$ cat src/rtl/fpu_issue_ctrl.sv
// fpu_issue_ctrl: issues one floating-point operation at a time to an
// external FP ALU. It holds the operands and one-hot enable for the
// operation's latency, captures the registered ALU result, and presents the
// result with its destination tag over a valid/ready handshake.
// Optional feature: define FPU_ILLEGAL_OP_EN to flag opcodes 10..15 on the
// illegal_op output and skip the ALU entirely for them.
module fpu_issue_ctrl #(
  parameter int DIV_LAT  = 24,
  parameter int SQRT_LAT = 24
) (
  input  logic        clk,
  input  logic        rst,
  input  logic        req_valid,
  output logic        req_ready,
  input  logic [3:0]  req_op,
  input  logic [31:0] req_a,
  input  logic [31:0] req_b,
  input  logic [4:0]  req_tag,
  output logic [31:0] alu_rs1,
  output logic [31:0] alu_rs2,
  output logic        alu_add_en,
  output logic        alu_sub_en,
  output logic        alu_mul_en,
  output logic        alu_div_en,
  output logic        alu_sqrt_en,
  output logic        alu_max_en,
  output logic        alu_min_en,
  output logic        alu_eq_en,
  output logic        alu_lt_en,
  output logic        alu_leq_en,
  input  logic [31:0] alu_data_out,
  output logic        res_valid,
  input  logic        res_ready,
  output logic [31:0] res_data,
  output logic [4:0]  res_tag,
`ifdef FPU_ILLEGAL_OP_EN
  output logic        illegal_op,
`endif
  output logic        busy
);

  localparam int DATA_W = 32;
  localparam int CNT_W  = 6;

  typedef enum logic [1:0] {
    IDLE = 2'd0,
    EXEC = 2'd1,
    CAPT = 2'd2,
    DONE = 2'd3
  } state_t;

  state_t state, state_next;

  // Request captured at accept; held for the whole operation.
  logic        [3:0]        op_p0;
  logic signed [DATA_W-1:0] a_p0;
  logic signed [DATA_W-1:0] b_p0;
  logic        [4:0]        tag_p0;
  logic        [CNT_W-1:0] cnt;
  logic                     illegal_p0;

  logic                     accept;
  logic                     op_illegal;
  logic        [9:0]        en_vec;

  // Number of cycles the ALU enable is held for a given opcode.
  function automatic logic [CNT_W-1:0] hold_len(input logic [3:0] op);
    case (op)
      4'd3:    hold_len = CNT_W'(DIV_LAT);
      4'd4:    hold_len = CNT_W'(SQRT_LAT);
      default: hold_len = CNT_W'(1);
    endcase
  endfunction

  assign req_ready  = (state == IDLE);
  assign busy       = (state != IDLE);
  assign res_valid  = (state == DONE);
  assign accept     = req_valid && req_ready;
  assign op_illegal = (req_op > 4'd9);

  // State register; reset abandons any operation in flight.
  always_ff @(posedge clk) begin
    if (rst) state <= IDLE;
    else     state <= state_next;
  end

  // Next-state logic.
  always_comb begin
    state_next = state;
    case (state)
      IDLE: begin
        if (req_valid) begin
`ifdef FPU_ILLEGAL_OP_EN
          state_next = op_illegal ? DONE : EXEC;
`else
          state_next = EXEC;
`endif
        end
      end
      EXEC:    if (cnt == CNT_W'(1)) state_next = CAPT;
      CAPT:    state_next = DONE;
      DONE:    if (res_ready) state_next = IDLE;
      default: state_next = IDLE;
    endcase
  end

  // Request latch: operands and tag are data, held without reset.
  always_ff @(posedge clk) begin
    if (accept) begin
      op_p0  <= req_op;
      a_p0   <= req_a;
      b_p0   <= req_b;
      tag_p0 <= req_tag;
    end
  end

  // Hold counter: loaded at accept, counts down through EXEC.
  always_ff @(posedge clk) begin
    if (rst)                 cnt <= '0;
    else if (accept)         cnt <= hold_len(req_op);
    else if (state == EXEC)  cnt <= cnt - CNT_W'(1);
  end

  // Result capture at the end of CAPT; illegal ops complete immediately with zero.
  always_ff @(posedge clk) begin
    if (rst) begin
      res_data   <= '0;
      res_tag    <= '0;
      illegal_p0 <= 1'b0;
    end else if (accept) begin
      illegal_p0 <= op_illegal;
`ifdef FPU_ILLEGAL_OP_EN
      if (op_illegal) begin
        res_data <= '0;
        res_tag  <= req_tag;
      end
`endif
    end else if (state == CAPT) begin
      res_data <= alu_data_out;
      res_tag  <= tag_p0;
    end
  end

`ifdef FPU_ILLEGAL_OP_EN
  assign illegal_op = (state == DONE) && illegal_p0;
`else
  logic unused_illegal;
  assign unused_illegal = illegal_p0 & op_illegal;
`endif

  // Enable decode: opcode index equals enable bit position; ops above 9 drive none.
  always_comb begin
    en_vec = '0;
    if ((state == EXEC) && (op_p0 <= 4'd9)) en_vec = 10'd1 << op_p0;
  end

  assign alu_add_en  = en_vec[0];
  assign alu_sub_en  = en_vec[1];
  assign alu_mul_en  = en_vec[2];
  assign alu_div_en  = en_vec[3];
  assign alu_sqrt_en = en_vec[4];
  assign alu_max_en  = en_vec[5];
  assign alu_min_en  = en_vec[6];
  assign alu_eq_en   = en_vec[7];
  assign alu_lt_en   = en_vec[8];
  assign alu_leq_en  = en_vec[9];

  // Operands are presented while the ALU works and while its result is captured.
  assign alu_rs1 = ((state == EXEC) || (state == CAPT)) ? a_p0 : '0;
  assign alu_rs2 = ((state == EXEC) || (state == CAPT)) ? b_p0 : '0;

endmodule

$ cat config.mk
export PLATFORM = sky130hd
export DESIGN_NAME = fpu_issue_ctrl
export DESIGN_NICKNAME = d
export VERILOG_FILES = /design/src/rtl/fpu_issue_ctrl.sv
export SDC_FILE = /design/constraint.sdc
export NUM_CORES = 1
export LEC_CHECK = 0
export BUFFER_PORTS_ARGS = -buffer_cell sky130_fd_sc_hd__buf_2
export CAP_MARGIN = 30
export CORE_MARGIN = 4
export CORE_UTILIZATION = 46
export DETAILED_ROUTE_END_ITERATION = 12
export PLACE_DENSITY = 0.8
export SETUP_SLACK_MARGIN = 0.15
export SLEW_MARGIN = 30
export SYNTH_ARGS = -nofsm -noshare
export SYNTH_HDL_FRONTEND = slang
export SYNTH_SLANG_ARGS = --single-unit
$ cat constraint.sdc
create_clock -name clk -period 3.7 [get_ports clk]
set_clock_uncertainty 0.15 [all_clocks]
set_input_delay 0.37 -clock clk [delete_from_list [all_inputs] [get_ports clk]]
set_output_delay 0.37 -clock clk [all_outputs]
set_load 0.05 [all_outputs]
; After elaboration in Yosys (flattened, before gate mapping)
; Index checks and enable logic that the tools add are counted.
[op_classes]
add_sub_neg = 1
multipliers = 0
n_div = 0
magnitude_cmp = 1
n_eq_ne = 9
shift = 1
mux = 10
bitwise_logic = 1
n_reduce_logical = 9
[op_table]
columns = operator, n
row1 = $mux 32, 2
row2 = $mux 6, 2
row3 = $mux 10, 1
row4 = $shl 1x4->10 const A, 1
row5 = $pmux 2 s4, 1
row6 = $eq 6x1->1 const B, 1
row7 = $mux 2, 3
row8 = $sub 6x1->6 const B, 1
row9 = $mux 5, 1
row10 = $eq 2x2->1 const B, 2
row11 = $eq 4x2->1 const B, 1
row12 = $eq 4x3->1 const B, 1
row13 = $le 4x4->1 const B, 1
row14 = $ne 2x2->1 const B, 2
row15 = $reduce_bool 2->1, 2
row16 = $reduce_and 3->1, 1
row17 = $eq 2x1->1 const B, 1
row18 = $logic_and 1x1->1, 2
row19 = $logic_not 2->1, 1
row20 = $ne 2x1->1 const B, 1
row21 = $reduce_and 2->1, 1
row22 = $reduce_or 2->1, 1
row23 = $logic_or 1x1->1, 1
row24 = $not 1->1, 1
[word_totals]
regBits = 118
latchBits = 0
ram_bits = 0
mem_bits_ro = 0
inputBits = 109
output_inout_bits = 114
memories = 0

; Longest topological paths before layout
[logic_depth]
ltp_word = 4
mapped_depth = 7

; Worst setup path before layout
; OpenSTA, ideal clock, no wires.
[synth_path]
kind = register to register
start = reg state[0]
end = reg a_p0[0] (enable)
arrival_time_ns = 2.591
required_time_ns = 3.123
slack_ns = 0.532
stages_incl_launch_ff = 5
path_buffers = 0
synth_period_minus_slack_ns = 3.168
path_cell_list = dfxtp_1 inv_1 ha_1 nand2_2 inv_1
[synth_between]
elab_chain_len = 2
[synth_rtl]
columns = element, line
row1 = "start, declared", 52  ; state_t state, state_next;
row2 = "start signal, assigned", 84  ; else state <= state_next;
row3 = $logic_not 2->1, 75  ; assign req_ready = (state == IDLE);
row4 = net req_ready, 14  ; output logic req_ready,
row5 = $logic_and 1x1->1, 78  ; assign accept = req_valid && req_ready;
row6 = net accept, 62  ; logic accept;
row7 = "end signal, assigned", 111  ; a_p0 <= req_a;
row8 = "end, declared", 56  ; logic signed [DATA_W-1:0] a_p0;
; The timed path passes the listed nets, and every way through them passes these cells.
; A chain may end at the register's enable or synchronous reset.

; Final worst setup path
[layout_path]
start = reg state[0]
end = out alu_rs1[2]
[layout_between]
elab_chain_len = 3
word_cells_on_any_way = 4
cone_classes = eq/ne (2) / mux (1) / reduce/logical (1)
[layout_rtl]
columns = element, line
row1 = $eq 2x1->1 / $eq 2x2->1 (equally long branches), 169  ; assign alu_rs1 = ((state == EXEC) || (state == CAPT)) ? a_p0 : '0;
row2 = $logic_or 1x1->1 (*), 169
row3 = $mux 32 (*), 169
row4 = "end, declared", 19  ; output logic [31:0] alu_rs1,
; Every way passes the cells marked *; elsewhere a longest branch is shown, timed or not.

==> flow_metrics.py <==
metrics = {
    "outcome": {
        "status": "complete, no violations",
    },
    "floorplan": {
        "fp-row-count": 35,
        "core_area_sq_mm": 0.00937,
        "start_util": 0.481,
        "dieArea_sq_mm": 0.0114,
        "die_y_microns": 107,
        "io_pins": 223,
        "die_w_microns": 107,
    },
    "critical_path": {
        "critical_path_peak_fanout": 47,
        "ff2ff_path_depth": 5,
        "critical_path_class": "reg2out",
        "cp.arrival_ps": 2530,
        "critPathRequiredTime_ps": 3180,
        "worstSetupStartpointType": "flip-flop",
        "r2r-start": "state[0]$_SDFFE_PP0P_",
        "crit_path_end_kind": "primary output",
        "worst_r2r_endpoint": "res_data[12]$_SDFFE_PP0P_",
        "crit_path_start": "state[0]$_SDFFE_PP0P_",
        "reg2reg_slack_ps": 1580,
    },
    "logic_synthesis": {
        "synthFlopType": "edfxtp_1",
        "yosys_warnings": 0,
        "synth_cell_types": 29,
        "seq_area_frac_synth": 0.686,
        "syn-num-nets": 458,
        "yosys.area.top_type_share": 0.486,
        "postSynthAreaPerCell_sq_um": 13.2,
        "synthesis.area_sq_mm": 0.00451,
        "ys_seq_elements": 118,
        "synth_edf_count": 73,
        "yosysTopAreaCell": "edfxtp_1",
        "synthTopCellsByArea": "edfxtp_1 49%, dfxtp_1 20%, and2_1 8.9%",
        "synthArstFlopShare": 0,
        "syn_inst": 342,
    },
    "placed_design": {
        "dp_hpwl_microns": 7930,
        "dp.cells": 679,
        "dpl-instance-area_sq_mm": 0.00575,
        "port_buffers": 222,
        "gp_congestion": 0.739,
        "dp_slack_ps": 1200,
    },
    "sta": {
        "drv_slew": 0,
        "period_needed_ps": 3050,
        "finalHoldViolCount": 0,
        "finalSetupTns_ps": 0,
        "period_share": 0.824,
        "worstMarginPinSlew_ps": 810,
        "finalSetupViolCount": 0,
        "holdWs_ps": 153,
        "setup_ws_ps": 651,
        "rsz0062_at_grt": "no",
        "fmaxAchievable_mhz": 328,
        "maxSlewHeadroom": 0.460,
    },
    "min_path": {
        "hold_class": "in2reg",
        "min-delay-start": "req_valid",
        "hold_depth": 3,
        "whs_endpoint": "cnt[0]$_SDFFE_PP0P_",
    },
    "clock_network": {
        "clkTransAtPathRegs_ps": 60,
        "post_cts_buffers": 0,
        "root_buffer": "clkbuf_8",
        "clk_latency_ps": 500,
        "cts_inserted_buffers": 17,
        "cts.repair.resized": 0,
        "cts_tree": "done",
        "cts.htree.levels": 4,
        "cts_hold_buf": 105,
        "cts_buffer_depth": 2,
        "clock-sinks": 118,
    },
    "layout": {
        "final_common_cell": "buf_2",
        "final_cell_mix": "222 x buf_2, 105 x dlygate4sd3_1, 73 x edfxtp_1",
        "area_growth_pct": 63.7,
        "final_cell_area_sq_mm": 0.00738,
        "n_antenna_cell": 0,
        "final_cells": 816,
        "fin_util": 0.787,
        "fin_nets": 790,
        "fillers": 563,
        "layout-drive-gt1-share": 0.381,
    },
    "drt": {
        "wl_microns": 14700,
        "drtPass1Iterations": 4,
        "first_iter_violations": 201,
        "viasPerCell": 4.82,
        "vias": 3931,
        "antenna_left": 0,
        "routedWlPerCell_microns": 18.0,
        "post-route-drc-count": 0,
    },
    "global_routing": {
        "use_met2": 0.478,
        "grt.total_usage": 0.261,
        "grt_use_met1": 0.269,
        "first_global_vias": 4375,
        "busiest_layer": "met2",
        "antenna_found_initial": 0,
        "overflow": 0,
        "grt_pass1_wl_microns": 22700,
        "grt_util_met3": 0.0837,
        "grt_max_degree": 71,
    },
    "pwr": {
        "vdd_drop_max_mv": 0.764,
        "p_leak_nw": 3.29,
        "powerDensity_mw_per_mm2": 884,
        "power_mw": 6.52,
    },
    "run": {
        "maxCapViolations": 0,
    },
}
final cells by class:
class | count | area, sq um | area share
timing repair buffer | 330 | 2200 | 0.298
clock inverter | 11 | 85.1 | 0.0115
sequential | 118 | 3090 | 0.419
inverter | 10 | 37.5 | 0.00509
tap | 129 | 161 | 0.0219
multi-input combinational | 197 | 1310 | 0.177
clock buffer | 21 | 493 | 0.0668
sequential cells by signal, indices dropped and copies added, names as in the netlist:
| signal | cells |
|---|---|
| a_p0 | 32 |
| op_p0 | 4 |
| b_p0 | 32 |
| tag_p0 | 5 |
| state | 2 |
| cnt | 6 |
| res_data | 32 |
| res_tag | 5 |
report_power, final:
group / internal, mW / total [mW] / leakage [nW] / switching [mW]
sequential: 1.74 / 1.87 / 1.06 / 0.127
clock: 0.951 / 1.55 / 0.277 / 0.598
combinational: 0.775 / 3.11 / 1.96 / 2.33
worst max-delay path, stage by stage, from the launching register on:
cell,delay (ps)
dfxtp_1,360
inv_1,100
ha_1,620
buf_4,430
and2_1,230
buf_2,280
cell families after synthesis:
| family | Yosys count | synth area share |
|---|---|---|
| and+or+nand+nor | 137 | 0.160 |
| DFF | 118 | 0.686 |
| muxes | 37 | 0.0822 |
| buffers and inverters | 27 | 0.0239 |
| AOI/OAI and AO/OA | 13 | 0.0225 |
| adders and majority gates | 7 | 0.0194 |
| xor gates and xnor gates | 3 | 0.00583 |
synth_stat cells (all sizes together), types with 3 or more instances:
cell,instances
a211oi,4
and2,64
buf,5
clkbuf,12
dfxtp,45
edfxtp,73
ha,7
inv,10
mux2i,37
nand2,4
nand2b,3
nand3b,3
nor2,51
nor3,7
routing by layer:
layer  share of wire  wire, microns  vias up
li1                -              -     1841
met1            0.35           5170     1859
met2            0.54           7960      189
met3           0.071           1040       42
met4           0.033            481        0
met5               0              0        -
worst max path at each step:
stage | to | slack, ps | cells past startpoint
after floorplan | a_p0[0]$_DFFE_PP_ | 530 | 4
after global placement | alu_rs1[2] | 1290 | 5
after detailed placement | alu_rs1[2] | 1200 | 5
after CTS | alu_rs1[2] | 650 | 5
after global routing | alu_rs1[23] | 440 | 5
final | alu_rs1[2] | 650 | 5
Note: power is estimated with default switching activity, not from simulation.
